<file path="config.mk">
export PLATFORM = sky130hd
export DESIGN_NAME = demux32bit_1bitselect_buf
export DESIGN_NICKNAME = d
export VERILOG_FILES = /design/src/rtl/datapath_pkg.sv /design/src/rtl/demux_chan_reg.sv /design/src/rtl/demux32bit_1bitselect_buf.sv
export SDC_FILE = /design/constraint.sdc
export NUM_CORES = 1
export LEC_CHECK = 0
export CAP_MARGIN = 0
export CELL_PAD_IN_SITES_DETAIL_PLACEMENT = 2
export CELL_PAD_IN_SITES_GLOBAL_PLACEMENT = 2
export CORE_AREA = 2 2 119 121
export CTS_CLUSTER_SIZE = 14
export DETAILED_ROUTE_END_ITERATION = 8
export DIE_AREA = 0 0 121 123
export PLACE_DENSITY = 0.76
export SYNTH_ARGS = -nofsm -noshare
export SYNTH_HDL_FRONTEND = slang
export SYNTH_HIERARCHICAL = 1
export SYNTH_SLANG_ARGS = --single-unit
</file>
<file path="constraint.sdc">
create_clock -name i_clk -period 1.8 [get_ports i_clk]
set_input_delay 0.27 -clock i_clk [delete_from_list [all_inputs] [get_ports i_clk]]
set_output_delay 0.27 -clock i_clk [all_outputs]
set_load 0.01 [all_outputs]
</file>
<file path="src/rtl/datapath_pkg.sv">
// Shared constants for the datapath steering blocks.
package datapath_pkg;

    // Channel encodings carried on the select line
    localparam logic CH_A = 1'b0;
    localparam logic CH_B = 1'b1;

    // Default widths for the steering unit
    localparam int unsigned DEF_DATA_W = 32;
    localparam int unsigned DEF_CNT_W  = 16;

endpackage

</file>
<file path="src/rtl/demux_chan_reg.sv">
// Single-entry output buffer for one steering channel, with a wrapping
// count of words handed to the consumer.
module demux_chan_reg #(
    parameter int unsigned DATA_W = 32,
    parameter int unsigned CNT_W  = 16
) (
    input  logic              i_clk,
    input  logic              i_rst,
    input  logic              i_load,
    input  logic [DATA_W-1:0] i_data,
    input  logic              i_ready,
    output logic [DATA_W-1:0] o_data,
    output logic              o_valid,
    output logic [CNT_W-1:0]  o_count,
    output logic              o_can_accept
);

    logic [DATA_W-1:0] data_q, data_d;
    logic              valid_q, valid_d;
    logic [CNT_W-1:0]  count_q, count_d;
    logic              drain;

    assign drain = valid_q & i_ready;

    // Space is available when empty or when the held word leaves this cycle
    assign o_can_accept = ~valid_q | i_ready;

    // Next-state: a load in the same cycle as a drain keeps valid high
    always_comb begin
        data_d  = data_q;
        valid_d = valid_q;
        count_d = count_q;
        if (drain) begin
            valid_d = 1'b0;
            count_d = count_q + 1'b1;
        end
        if (i_load) begin
            data_d  = i_data;
            valid_d = 1'b1;
        end
    end

    // Buffer and counter state; reset discards any held word
    always_ff @(posedge i_clk or posedge i_rst) begin
        if (i_rst) begin
            data_q  <= '0;
            valid_q <= 1'b0;
            count_q <= '0;
        end else begin
            data_q  <= data_d;
            valid_q <= valid_d;
            count_q <= count_d;
        end
    end

    assign o_data  = data_q;
    assign o_valid = valid_q;
    assign o_count = count_q;

endmodule

</file>
<file path="src/rtl/demux32bit_1bitselect_buf.sv">
// Registered 1-to-2 steering unit: routes each accepted word to channel A
// or B, each with its own single-entry buffer and independent back-pressure.
module demux32bit_1bitselect_buf
    import datapath_pkg::*;
#(
    parameter int unsigned DATA_W = DEF_DATA_W,
    parameter int unsigned CNT_W  = DEF_CNT_W
) (
    input  logic              i_clk,
    input  logic              i_rst,
    input  logic [DATA_W-1:0] i_data,
    input  logic              i_select,
    input  logic              i_valid,
    output logic              o_ready,
    output logic [DATA_W-1:0] o_A_data,
    output logic              o_A_valid,
    input  logic              i_A_ready,
    output logic [DATA_W-1:0] o_B_data,
    output logic              o_B_valid,
    input  logic              i_B_ready,
    output logic [CNT_W-1:0]  o_A_count,
    output logic [CNT_W-1:0]  o_B_count
);

    logic sel_a;
    logic sel_b;
    logic a_can_accept;
    logic b_can_accept;
    logic accept;
    logic load_a;
    logic load_b;

    // Select decode, ready mux and load enables; ready never looks at i_valid
    always_comb begin
        sel_a   = (i_select == CH_A);
        sel_b   = (i_select == CH_B);
        o_ready = sel_b ? b_can_accept : a_can_accept;
        accept  = i_valid & o_ready;
        load_a  = accept & sel_a;
        load_b  = accept & sel_b;
    end

    demux_chan_reg #(
        .DATA_W (DATA_W),
        .CNT_W  (CNT_W)
    ) u_chan_a (
        .i_clk        (i_clk),
        .i_rst        (i_rst),
        .i_load       (load_a),
        .i_data       (i_data),
        .i_ready      (i_A_ready),
        .o_data       (o_A_data),
        .o_valid      (o_A_valid),
        .o_count      (o_A_count),
        .o_can_accept (a_can_accept)
    );

    demux_chan_reg #(
        .DATA_W (DATA_W),
        .CNT_W  (CNT_W)
    ) u_chan_b (
        .i_clk        (i_clk),
        .i_rst        (i_rst),
        .i_load       (load_b),
        .i_data       (i_data),
        .i_ready      (i_B_ready),
        .o_data       (o_B_data),
        .o_valid      (o_B_valid),
        .o_count      (o_B_count),
        .o_can_accept (b_can_accept)
    );

endmodule

</file>
==> run_summary.xml <==
<?xml version="1.0" encoding="UTF-8"?>
<metrics>
  <group name="status">
    <metric name="outcome" unit="">completed</metric>
  </group>
  <group name="placed_design">
    <metric name="preCtsSetupSlack" unit="ns">-0.175</metric>
    <metric name="dpl_cell_area" unit="sq um">5620</metric>
    <metric name="placement.io_buffers" unit="">136</metric>
    <metric name="dpl.hpwl" unit="um">7950</metric>
    <metric name="place.gp.congestion" unit="">0.679</metric>
  </group>
  <group name="synthesis">
    <metric name="synthSimpleGateAreaFrac" unit="%">8.80</metric>
    <metric name="synth_mux_area_share" unit="%">19.5</metric>
    <metric name="synthesis.instances" unit="">265</metric>
    <metric name="seq_area_frac_synth" unit="%">63.0</metric>
    <metric name="avgSynthCellArea" unit="sq um">14.7</metric>
    <metric name="yosys_register_bits" unit="">98</metric>
    <metric name="mapped_nets" unit="">305</metric>
    <metric name="post_synth_xor_area_fraction" unit="%">6.75</metric>
    <metric name="synth_compound_gate_area_share" unit="%">0</metric>
    <metric name="adder_and_majority_cell_fraction_of_the_synthesized_area" unit="%">0.643</metric>
    <metric name="synth.yosys.warnings" unit="">6</metric>
    <metric name="synth_top_family_by_area" unit="">multiplexers</metric>
    <metric name="synthesis.area" unit="sq um">3890</metric>
    <metric name="ys_types" unit="">21</metric>
  </group>
  <group name="sta">
    <metric name="fin_crit" unit="ns">1.72</metric>
    <metric name="worst_clock_skew" unit="ns">0.00885</metric>
    <metric name="final_hold_viol_count" unit="">0</metric>
    <metric name="tightestPinTransition" unit="ns">0.444</metric>
    <metric name="slew_headroom" unit="%">70.4</metric>
    <metric name="finalSetupViolCount" unit="">0</metric>
    <metric name="fmax" unit="MHz">580</metric>
    <metric name="finalMaxSlewViolations" unit="">0</metric>
    <metric name="rsz0062_at_grt" unit="">no</metric>
    <metric name="setup_tns" unit="ns">0</metric>
    <metric name="finalCritPeriodShare" unit="%">95.7</metric>
    <metric name="finalWorstSetupSlack" unit="ns">0.0765</metric>
  </group>
  <group name="setup_path">
    <metric name="worstReg2RegStart" unit="">u_chan_a/o_count[0]</metric>
    <metric name="path_cells" unit="">buf_4, clkdlybuf4s50_1</metric>
    <metric name="critPathLaunch" unit="">u_chan_b/o_valid</metric>
    <metric name="endpoint_kind" unit="">output port</metric>
    <metric name="r2r_cells" unit="">5</metric>
    <metric name="critPathRequiredTime" unit="ns">1.53</metric>
    <metric name="critPathSlowestCell" unit="">clkdlybuf4s50_1</metric>
    <metric name="r2r_setup_slack" unit="ns">0.30</metric>
    <metric name="capture_instance_of_the_worst_register_to_register_path" unit="">u_chan_a/o_count[12]</metric>
    <metric name="worst_path_largest_cell_delay" unit="ns">0.57</metric>
    <metric name="worstPathArrival" unit="ns">1.45</metric>
    <metric name="worst-setup-path-type" unit="">register to output port</metric>
    <metric name="setup.worst_path.start_class" unit="">register</metric>
    <metric name="cp_max_fo" unit="">4</metric>
    <metric name="crit_end" unit="">o_B_valid</metric>
  </group>
  <group name="die">
    <metric name="die_height" unit="um">123</metric>
    <metric name="initial_utilization" unit="%">28.6</metric>
    <metric name="count_of_pins_on_the_block_boundary" unit="">137</metric>
    <metric name="floorplan.core_area" unit="sq um">13600</metric>
    <metric name="chipWidth" unit="um">121</metric>
    <metric name="die_area" unit="sq um">14900</metric>
    <metric name="row_count" unit="">43</metric>
  </group>
  <group name="route">
    <metric name="wirelength" unit="um">10800</metric>
    <metric name="drtAntennaViolNets" unit="">0</metric>
    <metric name="route.vias.total" unit="">2715</metric>
    <metric name="drt_drc_violations_left" unit="">0</metric>
    <metric name="drt_iter0_drc" unit="">58</metric>
    <metric name="detailedRoute.firstPassIterationCount" unit="">4</metric>
    <metric name="wl_per_cell" unit="um">17.9</metric>
    <metric name="drt-vias-per-instance" unit="">4.50</metric>
  </group>
  <group name="clock_network">
    <metric name="ctsLongestPathBuffers" unit="">2</metric>
    <metric name="ctsResizeCount" unit="">1</metric>
    <metric name="cts_hold_buffers" unit="">0</metric>
    <metric name="postCtsSetupRepairBufs" unit="">0</metric>
    <metric name="worstSkewPairLatency" unit="ns">0.35</metric>
    <metric name="tritoncts" unit="">built</metric>
    <metric name="cts_made_buffers" unit="">9</metric>
    <metric name="clock_sink_count" unit="">98</metric>
    <metric name="h-tree-depth" unit="">3</metric>
    <metric name="cts.root.buffer_cell" unit="">clkbuf_16</metric>
    <metric name="clk_pin_slew_worst_paths" unit="ns">0.07</metric>
  </group>
  <group name="job">
    <metric name="cap_violations" unit="">0</metric>
  </group>
  <group name="min_path">
    <metric name="holdCritPathClass" unit="">primary input to async pin</metric>
  </group>
  <group name="grt">
    <metric name="grt.total_usage" unit="%">15.4</metric>
    <metric name="gr-total-overflow" unit="">0</metric>
    <metric name="grt_pass1_wl" unit="um">17200</metric>
    <metric name="first_global_vias" unit="">3079</metric>
    <metric name="grt_start_max_net_pins" unit="">50</metric>
    <metric name="grt_antenna_before_repair" unit="">0</metric>
  </group>
  <group name="layout">
    <metric name="layout_common_cells" unit="">clkdlybuf4s50_1, dfrtp_1, mux2_2, xnor2_1, nand2_1</metric>
    <metric name="nNetsFinal" unit="">459</metric>
    <metric name="fraction_of_final_layout_cells_sized_beyond_drive_strength_1" unit="%">26.9</metric>
    <metric name="final_common_cell" unit="">clkdlybuf4s50_1</metric>
    <metric name="stdcell_area" unit="sq um">5940</metric>
    <metric name="n_antenna_cell" unit="">0</metric>
    <metric name="layout_overhead_on_the_synthesized_area" unit="%">52.6</metric>
  </group>
  <group name="power_and_ir_drop">
    <metric name="power.ir.vdd_worst" unit="uV">484</metric>
    <metric name="p_leak" unit="nW">2.53</metric>
    <metric name="powerDensity" unit="nW/um^2">1110</metric>
  </group>
</metrics>
worst max-delay path: cells and delay by family, from the launching register on:
family | cells | cell delay [ns]
DFF | 1 | 0.39
buffers and inverters | 2 | 0.72
power breakdown:
group / switching [W] / total [W] / internal (W)
Combinational: 0.000660 / 0.00172 / 0.00106
Sequential: 0.000303 / 0.00288 / 0.00258
Clock: 0.000872 / 0.00200 / 0.00113
cell usage after synthesis:
library cell	instances	area share, %
and3_2	1	0.19
and3b_2	1	0.26
mux2_2	66	19
ha_1	2	0.64
nand2b_1	4	0.64
inv_1	4	0.39
nand3_2	4	1.0
dfrtp_1	98	63
nand4_1	2	0.32
nor3_2	2	0.51
nor2_1	8	0.77
nand2_1	14	1.3
xnor2_1	20	4.5
xor2_1	10	2.2
nand3_1	10	1.3
nor3_4	2	0.84
and3_1	6	0.96
mux2_4	1	0.39
buf_2	6	0.77
clkbuf_1	2	0.19
nand4_2	2	0.64
metal layers:
metal  global-route usage [%]  share of wire (%)  vias up
li1                         -                  -     1216
met1                     18.1                 40     1407
met2                     25.4                 50       81
met3                     5.81                7.7       11
met4                     6.10                1.6        0
met5                        0                  0        -
per-stage QoR:
| stage | power, W | hold slack (ns) | util (%) | std cells |
|---|---|---|---|---|
| final | 0.00661 | 0.300 | 43.7 | 604 |
| after global routing | 0.00696 | 0.344 | 43.7 | 604 |
| after CTS | 0.00672 | 0.305 | 43.6 | 604 |
| after detailed placement | 0.00467 | 0.479 | 41.3 | 588 |
| after global placement | 0.00459 | 0.462 | 41.3 | 588 |
| after floorplan | 0.00355 | 0.422 | - | 265 |
worst min path at each step:
stage	start	endpoint	slack [ns]	cells after the start
after global routing	i_rst	u_chan_b/o_data[14]	0.34	2
after CTS	i_rst	u_chan_b/o_data[14]	0.30	2
after global placement	u_chan_a/o_count[15]	u_chan_a/o_count[15]	0.46	1
after detailed placement	u_chan_a/o_count[15]	u_chan_a/o_count[15]	0.48	1
after floorplan	i_data[0]	u_chan_a/o_data[0]	0.42	1
final	i_rst	u_chan_b/o_data[14]	0.30	2
layout make-up:
cell class | instances | area (sq um)
fillers | 1324 | 7670
flip-flops and latches | 98 | 2450
repair buffers | 151 | 1540
multi-input cells | 155 | 1400
clock buffers | 10 | 239
well taps | 180 | 225
clock inverters | 6 | 72.6
inverters | 4 | 15.0
registers in the layout (all words and copies together), names as in the netlist:
signal and count:
u_chan_b/o_data 32, u_chan_a/o_count 16, u_chan_a/o_valid 1, u_chan_b/o_count 16, u_chan_b/o_valid 1, u_chan_a/o_data 32
cells by family (layout without fill, tap and decap cells):
kind of cell / after synthesis / in the layout
XOR/XNOR: 30 / 30
adder cells (fa/ha/maj): 2 / 2
buffers and inverters: 12 / 171
flip-flops: 98 / 98
multiplexers: 67 / 67
AND/OR/NAND/NOR: 56 / 56
Note: power is estimated with default switching activity, not from simulation.
